===== src/rtl/ctrl_io_cfg_pkg.sv =====
// ctrl_io_cfg_pkg: shared state encoding and frame sizing for the ctrl_IO config loader
package ctrl_io_cfg_pkg;
    typedef enum logic [2:0] {IDLE, LOAD, SHIFT, COMMIT, ERR} state_t;
    function automatic int num_words(input int bits, input int word_w);
        return (bits + word_w - 1) / word_w;
    endfunction
endpackage


===== src/rtl/ctrl_io_cfg_shifter.sv =====
// ctrl_io_cfg_shifter: word latch, shadow shift register and per-word bit counter
module ctrl_io_cfg_shifter #(
    parameter int NoConfigBits = 12,
    parameter int WORD_W       = 8
) (
    input  logic                    CLK,
    input  logic                    resetn,
    input  logic                    clear,
    input  logic                    load,
    input  logic                    shift_en,
    input  logic [WORD_W-1:0]       word,
    output logic [NoConfigBits-1:0] shadow,
    output logic                    shift_done
);
    localparam int BW = WORD_W > 1 ? $clog2(WORD_W) : 1;
    logic [WORD_W-1:0] word_q;
    logic [BW-1:0]     bit_cnt;
    assign shift_done = shift_en && bit_cnt == BW'(WORD_W - 1);
    always_ff @(posedge CLK or negedge resetn) begin
        if (!resetn) begin
            shadow  <= '0;
            word_q  <= '0;
            bit_cnt <= '0;
        end else begin
            if (clear) shadow <= '0;
            else if (shift_en) shadow <= {shadow[NoConfigBits-2:0], word_q[WORD_W-1]};
            if (load) begin
                word_q  <= word;
                bit_cnt <= '0;
            end else if (shift_en) begin
                word_q  <= word_q << 1;
                bit_cnt <= bit_cnt + 1'b1;
            end
        end
    end
endmodule


===== src/rtl/ctrl_io_config_loader.sv =====
// ctrl_io_config_loader: loads a word-stream frame into a shadow register and commits it atomically
module ctrl_io_config_loader
    import ctrl_io_cfg_pkg::*;
#(
    parameter int NoConfigBits = 12,
    parameter int WORD_W       = 8
) (
    input  logic                    CLK,
    input  logic                    resetn,
    input  logic                    cfg_start,
    input  logic [WORD_W-1:0]       cfg_data,
    input  logic                    cfg_valid,
    input  logic                    cfg_last,
    output logic                    cfg_ready,
    output logic [NoConfigBits-1:0] ConfigBits,
    output logic [NoConfigBits-1:0] ConfigBits_N,
    output logic                    busy,
    output logic                    done,
    output logic                    err
);
    localparam int NUM_WORDS = num_words(NoConfigBits, WORD_W);
    localparam int CW = $clog2(NUM_WORDS + 1);
    state_t state, state_nx;
    logic [CW-1:0] word_cnt;
    logic last_q, accept, commit, shift_en, shift_done, full;
    logic [NoConfigBits-1:0] shadow;
    assign accept       = cfg_ready && cfg_valid && !cfg_start;
    assign commit       = state == COMMIT && !cfg_start;
    assign shift_en     = state == SHIFT && !cfg_start;
    assign full         = word_cnt == CW'(NUM_WORDS);
    assign ConfigBits_N = ~ConfigBits;
    always_comb begin
        cfg_ready = state == LOAD;
        busy      = state inside {LOAD, SHIFT, COMMIT};
        err       = state == ERR;
        state_nx  = cfg_start ? LOAD :
                    state == LOAD   ? (accept ? SHIFT : LOAD) :
                    state == SHIFT  ? (!shift_done ? SHIFT :
                                       (last_q && full) ? COMMIT :
                                       (last_q || full) ? ERR : LOAD) :
                    state == COMMIT ? IDLE : state;
    end
    always_ff @(posedge CLK or negedge resetn) begin
        if (!resetn) begin
            state      <= IDLE;
            word_cnt   <= '0;
            last_q     <= 1'b0;
            ConfigBits <= '0;
            done       <= 1'b0;
        end else begin
            state    <= state_nx;
            word_cnt <= cfg_start ? '0 : accept ? word_cnt + 1'b1 : word_cnt;
            if (accept) last_q <= cfg_last;
            if (commit) ConfigBits <= shadow;
            done <= commit;
        end
    end
    ctrl_io_cfg_shifter #(.NoConfigBits(NoConfigBits), .WORD_W(WORD_W)) u_shifter (
        .CLK        (CLK),
        .resetn     (resetn),
        .clear      (cfg_start),
        .load       (accept),
        .shift_en   (shift_en),
        .word       (cfg_data),
        .shadow     (shadow),
        .shift_done (shift_done)
    );
endmodule


===== config.mk =====
export PLATFORM = sky130hd
export DESIGN_NAME = ctrl_io_config_loader
export DESIGN_NICKNAME = d
export VERILOG_FILES = /design/src/rtl/ctrl_io_cfg_pkg.sv /design/src/rtl/ctrl_io_cfg_shifter.sv /design/src/rtl/ctrl_io_config_loader.sv
export SDC_FILE = /design/constraint.sdc
export NUM_CORES = 1
export LEC_CHECK = 0
export ABC_AREA = 0
export CAP_MARGIN = 15
export CORE_MARGIN = 4
export CORE_UTILIZATION = 44
export DETAILED_ROUTE_END_ITERATION = 7
export GPL_ROUTABILITY_DRIVEN = 0
export GPL_TIMING_DRIVEN = 0
export PLACE_DENSITY = 0.86
export SETUP_SLACK_MARGIN = 0.1
export SLEW_MARGIN = 20
export SYNTH_ARGS = -nofsm -noshare
export SYNTH_HDL_FRONTEND = slang
export SYNTH_SLANG_ARGS = --single-unit

===== constraint.sdc =====
create_clock -name CLK -period 1.4 [get_ports CLK]
set_input_delay 0.28 -clock CLK [delete_from_list [all_inputs] [get_ports CLK]]
set_output_delay 0.28 -clock CLK [all_outputs]
set_load 0.05 [all_outputs]

==> implementation parameters, run 1 <==
Parameter                              Value

Status
  Result of the run ... complete, but fails checks
  Violations in the final reports ... negative setup slack

Clocking
  Clock-pin slew on the worst setup and hold paths ... 0.07 ns
  TritonCTS Buffers ... 5
  CTS tree ... built
  CTS H-tree lvls ... 2
  Clk sink count ... 42
  Buffer depth of the longest clock path ... 2
  CTS root buf ... sky130_fd_sc_hd__clkbuf_8
  Skew-Pair Late Insertion Delay ... 0.29 ns

Synthesis
  Share of Yosys cell area claimed by the top area cell type ... 58.2%
  Post-synthesis average cell area ... 11.5 um^2
  Part of the Yosys area used for sequential elements ... 58.2%
  Most area-hungry cell type in the Yosys netlist ... sky130_fd_sc_hd__dfrtp_1
  Combined area of all synthesized cells ... 1810 um^2
  Top post-synthesis cells by area ... sky130_fd_sc_hd__dfrtp_1 (58%), sky130_fd_sc_hd__a22o_1 (8.7%), sky130_fd_sc_hd__o21ai_0 (4.2%), sky130_fd_sc_hd__nand2_1 (3.3%), sky130_fd_sc_hd__inv_1 (3.1%)
  Gate Count Post-Synth ... 157
  Net count after synthesis ... 174
  Number of warnings reported in the yosys synthesis log ... 0
  Flip-flop and latch count after synthesis ... 42
  Number of distinct standard cells referenced by the synthesized netlist ... 26

GRT
  GRT busiest layer ... met2
  Met1 usage in global routing ... 18.6%
  Vias in the first global route ... 1426
  M3 GR Usage ... 5.26%
  Met2 track demand over resource in global routing ... 29.3%
  Initial antenna violation count ... 0
  Global-route wire length before repair ... 6630 um
  Global-route usage over all layers ... 16.7%
  Global route overflow ... 0
  Pin count of the biggest net entering global routing ... 24

Setup path
  Reg2reg path depth ... 6
  Capturing element type of the critical path ... output port
  Worst Setup Start Kind ... flip-flop
  Setup slack of the most critical reg-to-reg path ... -0.06 ns
  Arrival @ worst endpoint ... 1.24 ns
  Required time at the endpoint of the critical path ... 1.12 ns
  Crit Path Class ... flip-flop to output port
  Critical R2R Launch ... state[2]
  End of the worst register-to-register path ... u_shifter.shadow[4]
  Largest fanout on the critical path ... 5

Power
  Peak supply drop ... 0.738 mV
  Part of the total power dissipated in combinational logic ... 27.8%
  Relative contribution of sequential cells to total power ... 46.4%
  Net switching component of the power ... 0.961 mW
  Fraction of power spent switching nets ... 31.7%
  Power Density ... 1060 nW/um^2
  Power Internal ... 2.07 mW
  Clk network pwr share ... 25.7%
  Leak Pwr ... 1.44 nW
  Final Total Pwr ... 3.03 mW

Timing
  Rel. slew slack ... 66.6%
  Setup repair after global routing missed its margin ... true
  Final count of pins violating max slew ... 0
  Worst-Margin Slew ... 0.502 ns
  Layout Skew ... 0.00422 ns
  Minimum setup slack in the final design ... -0.120 ns
  Count of final setup violators ... 25
  Final period util ... 109%
  Post-route minimum period ... 1.52 ns
  Achievable clock frequency ... 658 MHz
  Worst hold slack after final layout ... 0.354 ns
  Final hold viol count ... 0

Final layout
  Signed area change from the synthesized netlist to the final layout ... 57.7%
  Filler cell count ... 277
  Post-route non-filler standard cell count ... 283
  Final nets ... 249
  Share of final-layout standard cells stronger than drive strength 1 ... 51.1%
  Antenna diode count ... 0
  Final Instance Area ... 2850 um^2

Die
  Die Area ... 5200 um^2
  Die Y ... 72.1 um
  Initial core utilization ... 45.2%
  CORE AREA ... 4000 um^2
  Die extent in x ... 72.1 um
  Number of placement rows ... 23
  IO Count ... 41

Placement
  Placement Setup Slack ... -0.489 ns
  Hpwl dp ... 2370 um
  Area of placed instances ... 2300 um^2
  Port-buffer cells ... 39
  Post-placement cell count ... 247

Hold path
  Hold WC Path Type ... input pin to flip-flop
  Endpoint with the worst hold slack ... word_cnt[1]
  Hold Startpoint ... cfg_start
  Cell depth of the worst hold path ... 2

Run
  Maximum capacitance violations ... 0

Routing
  Vias after detailed routing ... 1433
  Iteration-0 DRC count of the detailed router ... 77
  Iteration count of the initial detailed-routing pass ... 4
  DR DRC count ... 0
  Routed wire length per instance ... 15.4 um
  Average vias per placed instance ... 5.06
  Total routed wirelength ... 4350 um
  Final ANT Viol Nets ... 0
==> flip-flops by register name, summed over array words and instances, names as in the netlist <==
register           cells
ConfigBits            12
u_shifter.shadow      12
u_shifter.word_q       8
state                  3
u_shifter.bit_cnt      3
word_cnt               2
done                   1
last_q                 1
==> kinds of logic (layout without fill, tap and decap cells) <==
| group | after synthesis | after routing | synth area share (%) |
|---|---|---|---|
| buf+inv | 23 | 99 | 6.51 |
| simple gates | 38 | 38 | 12.3 |
| fa+ha+maj | 4 | 4 | 2.77 |
| xor+xnor | 2 | 2 | 0.970 |
| mux | 4 | 4 | 2.29 |
| flops | 42 | 42 | 58.2 |
| compound gates | 44 | 44 | 17.0 |
==> repair_timing <==
item | in CTS | in global routing
setup buffers | 14 | 8
hold buffers | 1 | 0
hold endpoints to repair | 19 | 0
pin swaps | 11 | 22
gates cloned | 4 | 1
gates resized for setup | 185 | 78
setup endpoints to repair | 66 | 62
==> layer usage <==
layer	vias to the layer above	routed length, um	share of wire [%]
met5	-	0	0
met4	0	67	1.5
met3	7	253	5.8
met2	35	2230	51
met1	700	1800	41
li1	691	-	-
==> cell type report <==
class	instances	area [um^2]	area share [%]
Clock buffer	7	86.3	3.03
Timing Repair Buffer	68	644	22.6
Multi-Input combinational cell	92	853	30.0
Sequential cell	42	1050	37.0
Tap cell	50	62.6	2.20
Clock inverter	1	5.00	0.176
Buffer	8	87.6	3.07
Inverter	15	56.3	1.98
==> power by group through the flow <==
stage	sequential (mW)	clock [mW]	combinational, mW
global placement	1.41	0	0.681
finish	1.41	0.780	0.843
global route	1.42	0.865	0.897
CTS	1.40	0.807	0.747
detailed placement	1.42	0	0.702
floorplan	1.52	0	0.345
==> worst max-delay path by stage <==
stage | startpoint | to | cells past startpoint
finish | state[0] | err | 4
global route | state[0] | err | 4
CTS | state[0] | err | 4
detailed placement | state[0] | err | 4
global placement | resetn | state[1] | 1
floorplan | state[1] | last_q | 4
==> metrics by stage <==
stage	setup TNS (ns)	utilization, %
after floorplan	-0.0602	-
after global placement	-44.84	57.0
after detailed placement	-5.90	57.6
after CTS	-0.377	65.5
after global routing	-2.61	71.2
final	-1.24	71.2
==> worst max-delay path, cell delays in order, from the launching register on <==
cell                      delay, ns
sky130_fd_sc_hd__dfrtp_1       0.40
sky130_fd_sc_hd__buf_6         0.15
sky130_fd_sc_hd__nor2_4        0.12
sky130_fd_sc_hd__and2_4        0.15
sky130_fd_sc_hd__buf_8         0.13
==> placed cells by master, fill, tap and decap left out, drive strengths merged <==
| cell | synthesis | layout |
|---|---|---|
| ha | 4 | 4 |
| a21oi | 3 | 3 |
| a41oi | 1 | 1 |
| inv | 15 | 15 |
| mux2i | 3 | 3 |
| dfrtp | 42 | 42 |
| nand4bb | 1 | 1 |
| nor4b | 1 | 1 |
| clkdlybuf4s50 | 0 | 10 |
| nor2 | 13 | 13 |
| dlygate4sd3 | 0 | 1 |
| a21o | 6 | 6 |
| nand2 | 16 | 16 |
| or2 | 1 | 1 |
| mux2 | 1 | 1 |
| buf | 8 | 64 |
| o21ai | 16 | 16 |
| nor3 | 3 | 3 |
| a22o | 18 | 18 |
| and2 | 1 | 1 |
| clkinv | 0 | 1 |
| nand2b | 2 | 2 |
| clkdlybuf4s15 | 0 | 1 |
| clkbuf | 0 | 7 |
| xnor2 | 2 | 2 |
==> synth_stat cells <==
cell type	n
sky130_fd_sc_hd__a21o_1	6
sky130_fd_sc_hd__a21oi_1	3
sky130_fd_sc_hd__a22o_1	18
sky130_fd_sc_hd__a41oi_1	1
sky130_fd_sc_hd__and2_1	1
sky130_fd_sc_hd__buf_2	4
sky130_fd_sc_hd__buf_4	1
sky130_fd_sc_hd__buf_6	3
sky130_fd_sc_hd__dfrtp_1	42
sky130_fd_sc_hd__ha_1	4
sky130_fd_sc_hd__inv_1	15
sky130_fd_sc_hd__mux2_2	1
sky130_fd_sc_hd__mux2i_1	3
sky130_fd_sc_hd__nand2_1	16
sky130_fd_sc_hd__nand2b_1	1
sky130_fd_sc_hd__nand2b_4	1
sky130_fd_sc_hd__nand4bb_4	1
sky130_fd_sc_hd__nor2_1	12
sky130_fd_sc_hd__nor2_4	1
sky130_fd_sc_hd__nor3_1	1
sky130_fd_sc_hd__nor3_4	2
sky130_fd_sc_hd__nor4b_1	1
sky130_fd_sc_hd__o21ai_0	15
sky130_fd_sc_hd__o21ai_1	1
sky130_fd_sc_hd__or2_2	1
sky130_fd_sc_hd__xnor2_1	2
Power figures use the tool's default switching activity.
==> run 2: changes to the inputs <==
--- a/config.mk
+++ b/config.mk
@@ -9,12 +9,13 @@
 export CAP_MARGIN = 15
 export CORE_MARGIN = 4
 export CORE_UTILIZATION = 44
+export CTS_BUF_LIST = sky130_fd_sc_hd__clkbuf_16
 export DETAILED_ROUTE_END_ITERATION = 7
 export GPL_ROUTABILITY_DRIVEN = 0
 export GPL_TIMING_DRIVEN = 0
 export PLACE_DENSITY = 0.86
 export SETUP_SLACK_MARGIN = 0.1
-export SLEW_MARGIN = 20
+export SLEW_MARGIN = 40
 export SYNTH_ARGS = -nofsm -noshare
 export SYNTH_HDL_FRONTEND = slang
 export SYNTH_SLANG_ARGS = --single-unit
==> run 2 against run 1 <==
Die area is the same. Critical endpoint unchanged. The flow still finishes with violations (negative setup slack). Core utilization grew 1.5 points. Wire length grew 5.3%. Final area grew 2.2%. Sequential cell count is the same. Largest cell class unchanged. Combinational power shrank 0.9%. Count of clock-buffer cells in the layout shrank 2. Worst setup slack gained 0.056 ns. First-iteration DRC count shrank 14%. Via count grew 4.3%. Global-route usage grew 1.4 points.
==> implementation parameters, run 2 (synthesized netlist as in run 1, its figures left out) <==
Parameter                              Value

Power
  Power Internal ... 2.68 mW (+30%)
  Leak Pwr ... 1.39 nW (-3.5%)
  Peak supply drop ... 0.873 mV (+18%)
  Net switching component of the power ... 1.03 mW (+7.5%)
  Relative contribution of sequential cells to total power ... 37.9% (-8.5 points)
  Final Total Pwr ... 3.72 mW (+23%)
  Power Density ... 1280 nW/um^2 (+20%)
  Part of the total power dissipated in combinational logic ... 22.5% (-5.3 points)
  Fraction of power spent switching nets ... 27.8% (-3.9 points)
  Clk network pwr share ... 39.6% (+14 points)

Timing
  Worst hold slack after final layout ... 0.375 ns (+0.0213 ns)
  Final count of pins violating max slew ... 0 (unchanged)
  Minimum setup slack in the final design ... -0.0639 ns (+0.0563 ns)
  Achievable clock frequency ... 683 MHz (+3.8%)
  Final period util ... 105% (-4.0 points)
  Worst-Margin Slew ... 0.514 ns (+0.0127 ns)
  Count of final setup violators ... 24 (-4.0%)
  Post-route minimum period ... 1.46 ns (-0.0563 ns)
  Layout Skew ... 0.00604 ns (+0.00182 ns)
  Final hold viol count ... 0 (unchanged)
  Setup repair after global routing missed its margin ... true
  Rel. slew slack ... 65.7% (-0.85 points)

Final layout
  Share of final-layout standard cells stronger than drive strength 1 ... 50.2% (-0.86 points)
  Final nets ... 251 (+0.80%)
  Final Instance Area ... 2910 um^2 (+2.2%)
  Storage element area ... 1050 um^2 (unchanged)
  Post-route non-filler standard cell count ... 285 (+0.71%)
  Most common cell after layout, fill and taps aside ... sky130_fd_sc_hd__dfrtp_1
  Leading cell types in the layout, fill and taps excluded ... sky130_fd_sc_hd__dfrtp_1 (40), sky130_fd_sc_hd__buf_6 (29), sky130_fd_sc_hd__a22o_1 (18), sky130_fd_sc_hd__buf_4 (14), sky130_fd_sc_hd__inv_1 (13)
  Filler cell count ... 260 (-6.1%)
  Signed area change from the synthesized netlist to the final layout ... 61.1%
  Multi-input gate area in the final layout ... 817 um^2 (-4.3%)
  Final core area utilization ... 72.8% (+1.5 points)
  Top flop regs ... ConfigBits (12), u_shifter.shadow (12), u_shifter.word_q (8)
  Antenna diode count ... 0 (unchanged)

Placement
  Area of placed instances ... 2280 um^2 (-1.1%)
  Post-placement cell count ... 246 (-0.40%)
  Hpwl dp ... 2320 um (-2.3%)
  Port-buffer cells ... 39 (unchanged)

Clocking
  CTS root buf ... sky130_fd_sc_hd__clkbuf_16
  Buffer depth of the longest clock path ... 2 (unchanged)
  CTS H-tree lvls ... 2 (unchanged)
  Clk sink count ... 42 (unchanged)
  Clock-pin slew on the worst setup and hold paths ... 0.06 ns (about the same)
  Skew-Pair Late Insertion Delay ... 0.28 ns (about the same)
  CTS tree ... built
  TritonCTS Buffers ... 5 (unchanged)

Setup path
  Largest fanout on the critical path ... 5 (unchanged)
  Slowest cell on the critical path ... sky130_fd_sc_hd__dfrtp_1
  Crit Path Class ... flip-flop to output port
  Bufs and invs on worst path ... 2 (unchanged)
  Capturing element type of the critical path ... output port
  Critical Path Max Stage Delay ... 0.37 ns (-0.03 ns)
  Sequence of cells on the critical path ... buf_6, nor2_4, and2_4, buf_8
  Required time at the endpoint of the critical path ... 1.12 ns (about the same)
  Arrival @ worst endpoint ... 1.18 ns (-0.06 ns)
  Cell type group with the largest total delay on the critical path ... flip-flops
  Worst Setup Start Kind ... flip-flop

Routing
  Vias after detailed routing ... 1494 (+4.3%)
  DR DRC count ... 0 (unchanged)
  Iteration-0 DRC count of the detailed router ... 66 (-14%)
  Routed wire length per instance ... 16.1 um (+4.6%)
  Iteration count of the initial detailed-routing pass ... 4 (unchanged)
  Final ANT Viol Nets ... 0 (unchanged)
  Average vias per placed instance ... 5.24 (+3.5%)
  Total routed wirelength ... 4580 um (+5.3%)

Die
  Die Y ... 72.1 um (unchanged)
  Initial core utilization ... 45.2% (unchanged)
  Number of placement rows ... 23 (unchanged)
  Die extent in x ... 72.1 um (unchanged)
  Die Area ... 5200 um^2 (unchanged)
  CORE AREA ... 4000 um^2 (unchanged)
  IO Count ... 41 (unchanged)

Hold path
  Hold WC Path Type ... input pin to flip-flop

GRT
  Initial antenna violation count ... 0 (unchanged)
  Pin count of the biggest net entering global routing ... 43 (+79%)
  Global-route usage over all layers ... 18.1% (+1.4 points)
  Vias in the first global route ... 1527 (+7.1%)
  Global-route wire length before repair ... 7220 um (+8.9%)
  Global route overflow ... 0 (unchanged)

Status
  Violations in the final reports ... negative setup slack
  Result of the run ... complete, but fails checks

Run
  Maximum capacitance violations ... 0 (unchanged)
run 2: changes by cell type in the layout (fill, tap and decap cells not counted), sizes merged:
cell	before	now
clkbuf	7	12
buf	64	56
bufinv	0	2
clkdlybuf4s15	1	4
run 2: worst paths after layout:
kind / startpoint / to / slack (ns) / cells past startpoint
worst max-delay path: state[0] / err / -0.06 / 4
worst min-delay path: cfg_start / word_cnt[1] / 0.38 / 2
worst max register to register: state[0] / u_shifter.word_q[1] / -0.06 / 7
worst min register to register: u_shifter.word_q[5] / u_shifter.word_q[5] / 0.48 / 1
max in group asynchronous: resetn / state[1] / 0.50 / 2
min in group asynchronous: resetn / ConfigBits[5] / 0.52 / 2
run 2: power by group through the flow:
stage               combinational [mW]  clock, mW  sequential [mW]
floorplan                        0.345          0             1.52
global placement                 0.681          0             1.41
detailed placement               0.694          0             1.41
CTS                              0.771       1.48             1.40
global route                     0.889       1.53             1.42
finish                           0.835       1.47             1.41
run 2: repair_timing:
action                                  in CTS  in global routing
hold buffers                                 1                  0
resized for setup                          183                 57
pin swaps                                   14                 28
endpoints found under the hold margin       42                  0
endpoints found under the setup margin      66                 63
setup buffers                               21                  4
gates cloned                                 5                  0
run 2: worst register-to-register path, cell delays in order (launching register included):
cell                      delay, ns
sky130_fd_sc_hd__dfrtp_1       0.37
sky130_fd_sc_hd__buf_6         0.14
sky130_fd_sc_hd__buf_6         0.13
sky130_fd_sc_hd__nor3_4        0.24
sky130_fd_sc_hd__buf_4         0.16
sky130_fd_sc_hd__buf_6         0.09
sky130_fd_sc_hd__nor2_4        0.04
sky130_fd_sc_hd__a21o_1        0.17
run 2: per-layer routing:
metal  GRT usage [%]  part of all wire [%]
met5               0                     0
met3            4.85                   5.7
met1            20.1                    38
met2            33.5                    55
met4            5.43                   1.8
run 2: cell type report:
type / instances / area share, %
plain buffers: 8 / 2.88
multi-input cells: 92 / 28.1
clock buffers: 5 / 4.30
flip-flops and latches: 42 / 36.2
inverters: 15 / 2.02
well taps: 50 / 2.15
clock inverters: 3 / 2.19
repair buffers: 70 / 22.2
run 2: metrics by stage:
stage / setup WS [ns] / setup TNS [ns]
finish: -0.0639 / -0.942
global route: -0.113 / -2.04
CTS: -0.0578 / -0.229
detailed placement: -0.490 / -5.94
global placement: -1.08 / -44.84
floorplan: -0.0602 / -0.0602
